<file path="config.mk">
export PLATFORM = sky130hd
export DESIGN_NAME = rx_credit_allocator
export DESIGN_NICKNAME = d
export VERILOG_FILES = /design/src/rtl/rx_credit_allocator.sv
export SDC_FILE = /design/constraint.sdc
export NUM_CORES = 1
export LEC_CHECK = 0
export CORE_ASPECT_RATIO = 0.9
export CORE_MARGIN = 2
export CORE_UTILIZATION = 37
export CTS_CLUSTER_SIZE = 10
export DETAILED_ROUTE_END_ITERATION = 12
export PLACE_DENSITY_LB_ADDON = 0.08
export SLEW_MARGIN = 25
export SYNTH_ARGS = -nofsm -noshare
export SYNTH_HDL_FRONTEND = slang
export SYNTH_SLANG_ARGS = --single-unit
</file>
<file path="constraint.sdc">
create_clock -name i_Clk -period 9.1 [get_ports i_Clk]
set_input_delay 1.365 -clock i_Clk [delete_from_list [all_inputs] [get_ports i_Clk]]
set_output_delay 1.365 -clock i_Clk [all_outputs]
set_load 0.01 [all_outputs]
</file>
<file path="src/rtl/rx_credit_allocator.sv">
// rx_credit_allocator
// Receive-side flow-control credit allocator. Keeps the advertised credit
// limits for Posted, Non-Posted and Completion traffic (header + data),
// counts credits consumed by received TLPs, flags receiver overflow and
// schedules UpdateFC requests toward the DLL with a valid/ack handshake.
//
// Ports
//   i_Clk, i_ARst (async, active-high), i_SClr (sync clear, same as reset)
//   i_RxTlpVal / i2_RxTlpType / i9_RxTlpDataCred   : received TLP to account
//   i_AppRelVal / i2_AppRelType / i9_AppRelDataCred : buffer space released
//   o8_LimPH/NH/CH, o12_LimPD/ND/CD                 : current limits
//   o_UpdVal / o2_UpdType / o8_UpdHdr / o12_UpdData : UpdateFC request
//   i_UpdAck                                        : DLL accepted request
//   o_Overflow / o2_OvfType                         : sticky overflow + first type
// Type encoding: 0=P, 1=NP, 2=Cpl, 3=ignored.
module rx_credit_allocator #(
    parameter logic [7:0]  P_PH_INIT   = 8'd32,
    parameter logic [11:0] P_PD_INIT   = 12'd256,
    parameter logic [7:0]  P_NH_INIT   = 8'd16,
    parameter logic [11:0] P_ND_INIT   = 12'd16,
    parameter logic [7:0]  P_CH_INIT   = 8'd64,
    parameter logic [11:0] P_CD_INIT   = 12'd512,
    parameter int          P_UPD_TIMER = 1024
) (
    input  logic        i_Clk,
    input  logic        i_ARst,
    input  logic        i_SClr,
    input  logic        i_RxTlpVal,
    input  logic [1:0]  i2_RxTlpType,
    input  logic [8:0]  i9_RxTlpDataCred,
    input  logic        i_AppRelVal,
    input  logic [1:0]  i2_AppRelType,
    input  logic [8:0]  i9_AppRelDataCred,
    output logic [7:0]  o8_LimPH,
    output logic [7:0]  o8_LimNH,
    output logic [7:0]  o8_LimCH,
    output logic [11:0] o12_LimPD,
    output logic [11:0] o12_LimND,
    output logic [11:0] o12_LimCD,
    output logic        o_UpdVal,
    output logic [1:0]  o2_UpdType,
    output logic [7:0]  o8_UpdHdr,
    output logic [11:0] o12_UpdData,
    input  logic        i_UpdAck,
    output logic        o_Overflow,
    output logic [1:0]  o2_OvfType
);

    localparam logic [0:0] ST_IDLE = 1'b0;
    localparam logic [0:0] ST_SEND = 1'b1;
    localparam int TimerW = (P_UPD_TIMER > 1) ? $clog2(P_UPD_TIMER) : 1;

    localparam logic [7:0]  HdrInit  [3] = '{P_PH_INIT, P_NH_INIT, P_CH_INIT};
    localparam logic [11:0] DataInit [3] = '{P_PD_INIT, P_ND_INIT, P_CD_INIT};

    logic [7:0]        limHdr  [3];
    logic [11:0]       limData [3];
    logic [7:0]        rcvHdr  [3];
    logic [11:0]       rcvData [3];
    logic [2:0]        relHit;
    logic [2:0]        ovfHit;
    logic [2:0]        pendingReg;
    logic [2:0]        pendingNext;
    logic [0:0]        stateReg;
    logic [1:0]        rrPtrReg;
    logic [1:0]        selType;
    logic [TimerW-1:0] timerReg;
    logic              timerWrap;

    // Earliest pending type in round-robin order, starting at ptr.
    function automatic logic [1:0] rrPick(input logic [2:0] pend, input logic [1:0] ptr);
        logic [1:0] cand;
        rrPick = ptr;
        for (int k = 2; k >= 0; k--) begin
            cand = 2'((int'(ptr) + k) % 3);
            if (pend[cand]) rrPick = cand;
        end
    endfunction

    // Per-type limit and received-credit accounting.
    genvar gi;
    generate
        for (gi = 0; gi < 3; gi++) begin : g_type
            logic       rcvHit;
            logic [7:0] rcvHdrNew;
            logic [7:0] hdrRoom;
            logic [11:0] rcvDataNew;
            logic [11:0] dataRoom;

            assign relHit[gi] = i_AppRelVal && (i2_AppRelType == 2'(gi));
            assign rcvHit     = i_RxTlpVal && (i2_RxTlpType == 2'(gi));

            // Room is checked against the limit before any same-cycle release.
            assign rcvHdrNew  = rcvHdr[gi] + 8'd1;
            assign rcvDataNew = rcvData[gi] + {3'b000, i9_RxTlpDataCred};
            assign hdrRoom    = limHdr[gi] - rcvHdrNew;
            assign dataRoom   = limData[gi] - rcvDataNew;
            assign ovfHit[gi] = rcvHit && (hdrRoom[7] || dataRoom[11]);

            always_ff @(posedge i_Clk or posedge i_ARst) begin
                if (i_ARst) begin
                    limHdr[gi]  <= HdrInit[gi];
                    limData[gi] <= DataInit[gi];
                    rcvHdr[gi]  <= 8'd0;
                    rcvData[gi] <= 12'd0;
                end else if (i_SClr) begin
                    limHdr[gi]  <= HdrInit[gi];
                    limData[gi] <= DataInit[gi];
                    rcvHdr[gi]  <= 8'd0;
                    rcvData[gi] <= 12'd0;
                end else begin
                    if (relHit[gi]) begin
                        limHdr[gi]  <= limHdr[gi] + 8'd1;
                        limData[gi] <= limData[gi] + {3'b000, i9_AppRelDataCred};
                    end
                    if (rcvHit) begin
                        rcvHdr[gi]  <= rcvHdrNew;
                        rcvData[gi] <= rcvDataNew;
                    end
                end
            end
        end
    endgenerate

    assign o8_LimPH  = limHdr[0];
    assign o8_LimNH  = limHdr[1];
    assign o8_LimCH  = limHdr[2];
    assign o12_LimPD = limData[0];
    assign o12_LimND = limData[1];
    assign o12_LimCD = limData[2];

    // Refresh timer: free-running, keeps counting while a request is out.
    assign timerWrap = (timerReg == TimerW'(P_UPD_TIMER - 1));

    always_ff @(posedge i_Clk or posedge i_ARst) begin
        if (i_ARst) begin
            timerReg <= '0;
        end else if (i_SClr || timerWrap) begin
            timerReg <= '0;
        end else begin
            timerReg <= timerReg + 1'b1;
        end
    end

    assign selType = rrPick(pendingReg, rrPtrReg);

    // Sets (release, timer) win over the clear of the type being served, so a
    // release landing in the selection cycle still gets its own update.
    always_comb begin
        pendingNext = pendingReg;
        if (stateReg == ST_IDLE && pendingReg != 3'b000) begin
            pendingNext[selType] = 1'b0;
        end
        if (timerWrap) begin
            pendingNext = 3'b111;
        end
        pendingNext = pendingNext | relHit;
    end

    always_ff @(posedge i_Clk or posedge i_ARst) begin
        if (i_ARst) begin
            pendingReg  <= 3'b111;
            stateReg    <= ST_IDLE;
            rrPtrReg    <= 2'd0;
            o_UpdVal    <= 1'b0;
            o2_UpdType  <= 2'd0;
            o8_UpdHdr   <= 8'd0;
            o12_UpdData <= 12'd0;
        end else if (i_SClr) begin
            pendingReg  <= 3'b111;
            stateReg    <= ST_IDLE;
            rrPtrReg    <= 2'd0;
            o_UpdVal    <= 1'b0;
            o2_UpdType  <= 2'd0;
            o8_UpdHdr   <= 8'd0;
            o12_UpdData <= 12'd0;
        end else begin
            pendingReg <= pendingNext;
            case (stateReg)
                ST_IDLE: begin
                    if (pendingReg != 3'b000) begin
                        o_UpdVal   <= 1'b1;
                        o2_UpdType <= selType;
                        stateReg   <= ST_SEND;
                        rrPtrReg   <= (selType == 2'd2) ? 2'd0 : selType + 2'd1;
                        case (selType)
                            2'd1: begin
                                o8_UpdHdr   <= limHdr[1];
                                o12_UpdData <= limData[1];
                            end
                            2'd2: begin
                                o8_UpdHdr   <= limHdr[2];
                                o12_UpdData <= limData[2];
                            end
                            default: begin
                                o8_UpdHdr   <= limHdr[0];
                                o12_UpdData <= limData[0];
                            end
                        endcase
                    end
                end
                default: begin
                    if (i_UpdAck) begin
                        o_UpdVal <= 1'b0;
                        stateReg <= ST_IDLE;
                    end
                end
            endcase
        end
    end

    // Sticky overflow; only the first offending type is recorded.
    always_ff @(posedge i_Clk or posedge i_ARst) begin
        if (i_ARst) begin
            o_Overflow <= 1'b0;
            o2_OvfType <= 2'd0;
        end else if (i_SClr) begin
            o_Overflow <= 1'b0;
            o2_OvfType <= 2'd0;
        end else if (!o_Overflow && ovfHit != 3'b000) begin
            o_Overflow <= 1'b1;
            o2_OvfType <= ovfHit[1] ? 2'd1 : (ovfHit[2] ? 2'd2 : 2'd0);
        end
    end

endmodule

</file>
==> metrics.md <==
| Metric | Value |
|---|---|
| Post-synthesis mux area share | less than 1% |
| Highest-delay cell along the critical path | o31ai_1 |
| First-pass GRT wire length | approximately 51,000 µm |
| Slew @ Worst Pin | 0.9098 ns |
| Number of global-route vias before repair | about 9,000 |
| EDFF count, synth | 0 |
| P_leak | approximately 5.7 nW |
| Worst rel slew slack | between 30% and 40% |
| CTS tree | yes |
| Largest net degree at the start of global routing | between 100 and 150 |
| Final setup fails | 0 |
| Clock Skews | about 0.0079 ns |
| Req. time, crit path | around 9.5 ns |
| Final net count | ~1,500 |
| Io pins | between 100 and 150 |
| RD Place Congestion | about 0.9 |
| Detail Placement HPWL | 24,040 µm |
| Yosys reg bits | roughly 160 |
| Worst Path Arrival | ~5.6 ns |
| Synthesized net count | between 1,000 and 1,500 |
| Synth Area in Simple Gates | approximately 18% |
| GRT overflow | 0 |
| Setup CP Type | input port to flip-flop |
| Crit Path Max Fanout | 3 |
| Syn-to-layout area delta | 18.95% |
| H-tree lvl count | 4 |
| Starting Density | between 30 and 40% |
| Antenna-violating nets left | 0 |
| Crit-path cells | clkdlybuf4s50_1 > ha_1 > fa_1 > a21o_1 > a21o_1 > a21oi_1 > o21ai_1 > nand4_1 > nand3_1 > xnor2_1 > ha_1 > a21oi_1 > o21ai_0 > a31oi_1 > a21oi_1 > o21a_1 > o31ai_1 > nand3_1 > a31oi_1 |
| Compound-cell area share of the yosys netlist | between 10% and 20% |
| Share of layout cells above drive strength 1 | under 10% |
| Row cnt | 60 |
| # diodes | 0 |
| Max Cap Viol | 0 |
| Clock sink count | ~160 |
| Synth cell types | between 60 and 70 |
| DRT Pass-1 Iters | 4 |
| XOR/XNOR Fraction of Synth Area | between 10% and 20% |
| Core Region | around 30,000 µm² |
| Drt via density | 5.237 |
| Critical R2R Capture | o2_OvfType[0]$_DFFE_PP0P_ |
| Post-CTS sizing | 0 |
| Min cycle time layout | approximately 5.2 ns |
| Placed cell areas | 12,570 µm² |
| Hold-fix buffer count after cts | 0 |
| Horiz. Die Dim | 186.3 µm |
| Main combinational cell family by area after synthesis | simple AND/OR/NAND/NOR gates |
| Synth Warn # | 0 |
| Clock-pin slew on the worst setup and hold paths | approximately 0.07 ns |
| Hold Startpoint | timerReg[0]$_DFF_PP0_ |
| Post-route DRC | 0 |
| Final critical-path share of the clock period | a little under three fifths |
| Delay-heaviest family, CP | compound AO/OA/AOI/OAI gates |
| Syn Area/Cell | 8.767 µm² |
| Sequential share of the synthesized area | between 30% and 40% |
| Startpoint Class | input port |
| Share of flip-flops with an asynchronous set or reset | 100.0% |
| CTS Buf Count | 17 |
| Post-Syn Area | 11,060 µm² |
| Status | complete, no violations |
| Die ar. | between 30,000 and 40,000 µm² |
| Setup Fix Bufs, Post-CTS | 0 |
| Worst Hold Class | flip-flop to flip-flop |
| Number of DRC markers in iteration 0 | approximately 530 |
| Predominant post-synthesis flop cell | dfrtp_1 |
| Via count | 9,254 |
| R2R Setup Slk | about 5 ns |
| Final Max Slew Viols | 0 |
| Crit-path most repeated cell | a21oi_1 |
| Setup TNS | 0 ns |
| Max incr delay on CP | approximately 0.64 ns |
| Worst path bufs/invs | 1 |
| Antenna violations before repair | 0 |
| Skew-Pair Late Insertion Delay | 0.44 ns |
| Vert. Die Dim | between 150 and 200 µm |
| Max Fclk | between 150 and 200 MHz |
| PD cells | 169.9 nW/µm² |
| Final Cell Area | between 10,000 and 15,000 µm² |
| CTS max path bufs | 2 |
| Number of I/O port buffers | around 110 |
| Reg2reg start | rcvData[24]$_DFFE_PP0P_ |
| Post-Route WL | ~32,000 µm |
| Root Driver | clkbuf_16 |
| Worst VDD drop | about 0.24 mV |
| Final Hold Fails | 0 |
| Synth Area in Adders | around 14% |
| WL per Instance | approximately 18 µm |
| WHS Endpoint | timerReg[0]$_DFF_PP0_ |
| Hold Path Stages | 1 |
| CP Capture Type | flip-flop |
| Synthesized netlist cell count | 1,262 |
| All-Layer GR Usage | between 20 and 25% |
| RSZ-0062 raised after global routing | no |
| Fill cell count | between 2,000 and 3,000 |
| R2R depth | 18 |
final cells by class:
cell class,instances,area (µm²),share of cell area (%)
Inverter,25,101.3,0.7700
Clock buffer,17,425.4,3.232
Multi-Input combinational cell,1023,6709,50.97
Clock inverter,15,160.2,1.217
Timing Repair Buffer,122,1196,9.088
Sequential cell,162,4065,30.89
Tap cell,403,504.2,3.831
cells in the final DEF, fill, tap and decap left out, types with 9 or more instances in the layout:
| cell type | count |
|---|---|
| o21a_1 | 13 |
| and3_1 | 14 |
| clkbuf_16 | 17 |
| o211ai_1 | 9 |
| buf_4 | 10 |
| xor2_1 | 58 |
| and2_1 | 9 |
| xnor2_1 | 72 |
| or3_1 | 14 |
| dfrtp_1 | 153 |
| dfstp_2 | 9 |
| a22oi_1 | 23 |
| a21o_1 | 22 |
| a21oi_1 | 130 |
| inv_1 | 24 |
| o21ai_1 | 19 |
| ha_1 | 114 |
| nor3_1 | 11 |
| nand2_1 | 189 |
| nor2b_1 | 15 |
| nand4_1 | 12 |
| nand3_1 | 37 |
| clkdlybuf4s50_1 | 112 |
| nor2_1 | 124 |
| a211oi_1 | 16 |
| o21ai_0 | 44 |
where the power goes:
part	internal [mW]	switching (mW)
logic	0.241	0.451
clock network	0.407	0.328
registers	0.764	0.0448
sequential cells by signal, summed over array words and instances, names as in the netlist:
register,flops
o12_LimCD,12
o12_LimND,12
o12_LimPD,12
o12_UpdData,12
o2_OvfType,2
o2_UpdType,2
o8_LimCH,8
o8_LimNH,8
o8_LimPH,8
o8_UpdHdr,8
o_Overflow,1
o_UpdVal,1
pendingReg,3
rcvData,36
rcvHdr,24
rrPtrReg,2
stateReg,1
timerReg,10
stage by stage:
stage	cells	utilization [%]	worst slack [ns]	hold slack [ns]	total power, mW
detailed placement	1735	42.39	3.476	0.4741	1.502
CTS	1767	44.37	3.932	0.4833	2.244
floorplan	1262	-	3.373	0.4479	1.283
global placement	1735	42.39	3.590	0.4752	1.492
global route	1767	44.38	3.605	0.5327	2.368
finish	1767	44.38	3.886	0.4825	2.236
cells in the mapped netlist, types with 2 or more instances:
cell | n | area share, %
a211oi_1 | 16 | 1.1
a21o_1 | 22 | 1.5
a21oi_1 | 130 | 5.9
a22oi_1 | 23 | 1.6
a31oi_1 | 5 | 0.28
a32oi_1 | 2 | 0.16
a41o_1 | 2 | 0.18
and2_1 | 9 | 0.51
and3_1 | 14 | 0.79
and4_1 | 3 | 0.24
buf_1 | 3 | 0.10
buf_2 | 3 | 0.14
clkbuf_1 | 46 | 1.6
dfrtp_1 | 153 | 35
dfstp_2 | 9 | 2.1
fa_1 | 6 | 1.1
ha_1 | 115 | 13
inv_1 | 25 | 0.85
nand2_1 | 189 | 6.4
nand2b_1 | 5 | 0.28
nand3_1 | 37 | 1.7
nand4_1 | 12 | 0.68
nor2_1 | 124 | 4.2
nor2b_1 | 15 | 0.85
nor3_1 | 11 | 0.50
nor4_1 | 3 | 0.17
o2111ai_1 | 4 | 0.32
o211ai_1 | 9 | 0.61
o21a_1 | 13 | 0.88
o21ai_0 | 44 | 2.0
o21ai_1 | 19 | 0.86
o21bai_1 | 6 | 0.41
o22a_1 | 2 | 0.16
o31a_1 | 3 | 0.24
o31ai_1 | 3 | 0.20
o41a_1 | 2 | 0.20
or2_2 | 4 | 0.23
or3_1 | 14 | 0.79
or3b_1 | 2 | 0.16
xnor2_1 | 72 | 5.7
xnor2_2 | 2 | 0.29
xor2_1 | 58 | 4.6
cell families (layout without fill, tap and decap cells):
| group | after synthesis | in the layout |
|---|---|---|
| xor+xnor | 132 | 132 |
| fa+ha+maj | 122 | 122 |
| compound gates | 319 | 319 |
| simple gates | 449 | 449 |
| buf+inv | 77 | 179 |
| mux | 1 | 1 |
| flops | 162 | 162 |
worst max-delay path by stage:
stage	depth (start not counted)	end	slack (ns)	from
floorplan	1	o12_LimCD[0]$_DFFE_PP0P_	3.37	i_ARst
global placement	18	o2_OvfType[0]$_DFFE_PP0P_	3.59	i9_RxTlpDataCred[0]
detailed placement	18	o2_OvfType[0]$_DFFE_PP0P_	3.48	i9_RxTlpDataCred[0]
CTS	18	o2_OvfType[0]$_DFFE_PP0P_	3.93	i9_RxTlpDataCred[0]
global route	19	o2_OvfType[0]$_DFFE_PP0P_	3.60	i9_RxTlpDataCred[0]
finish	19	o2_OvfType[0]$_DFFE_PP0P_	3.89	i9_RxTlpDataCred[0]
per-layer routing:
metal	vias up	global-route usage, %	share of wire, %
met5	-	0	0
met4	0	5.409	1.5
met3	24	4.780	5.9
met2	184	33.86	46
met1	4458	29.67	47
li1	4588	-	-
No activity file was read; power rests on OpenSTA's default activity.
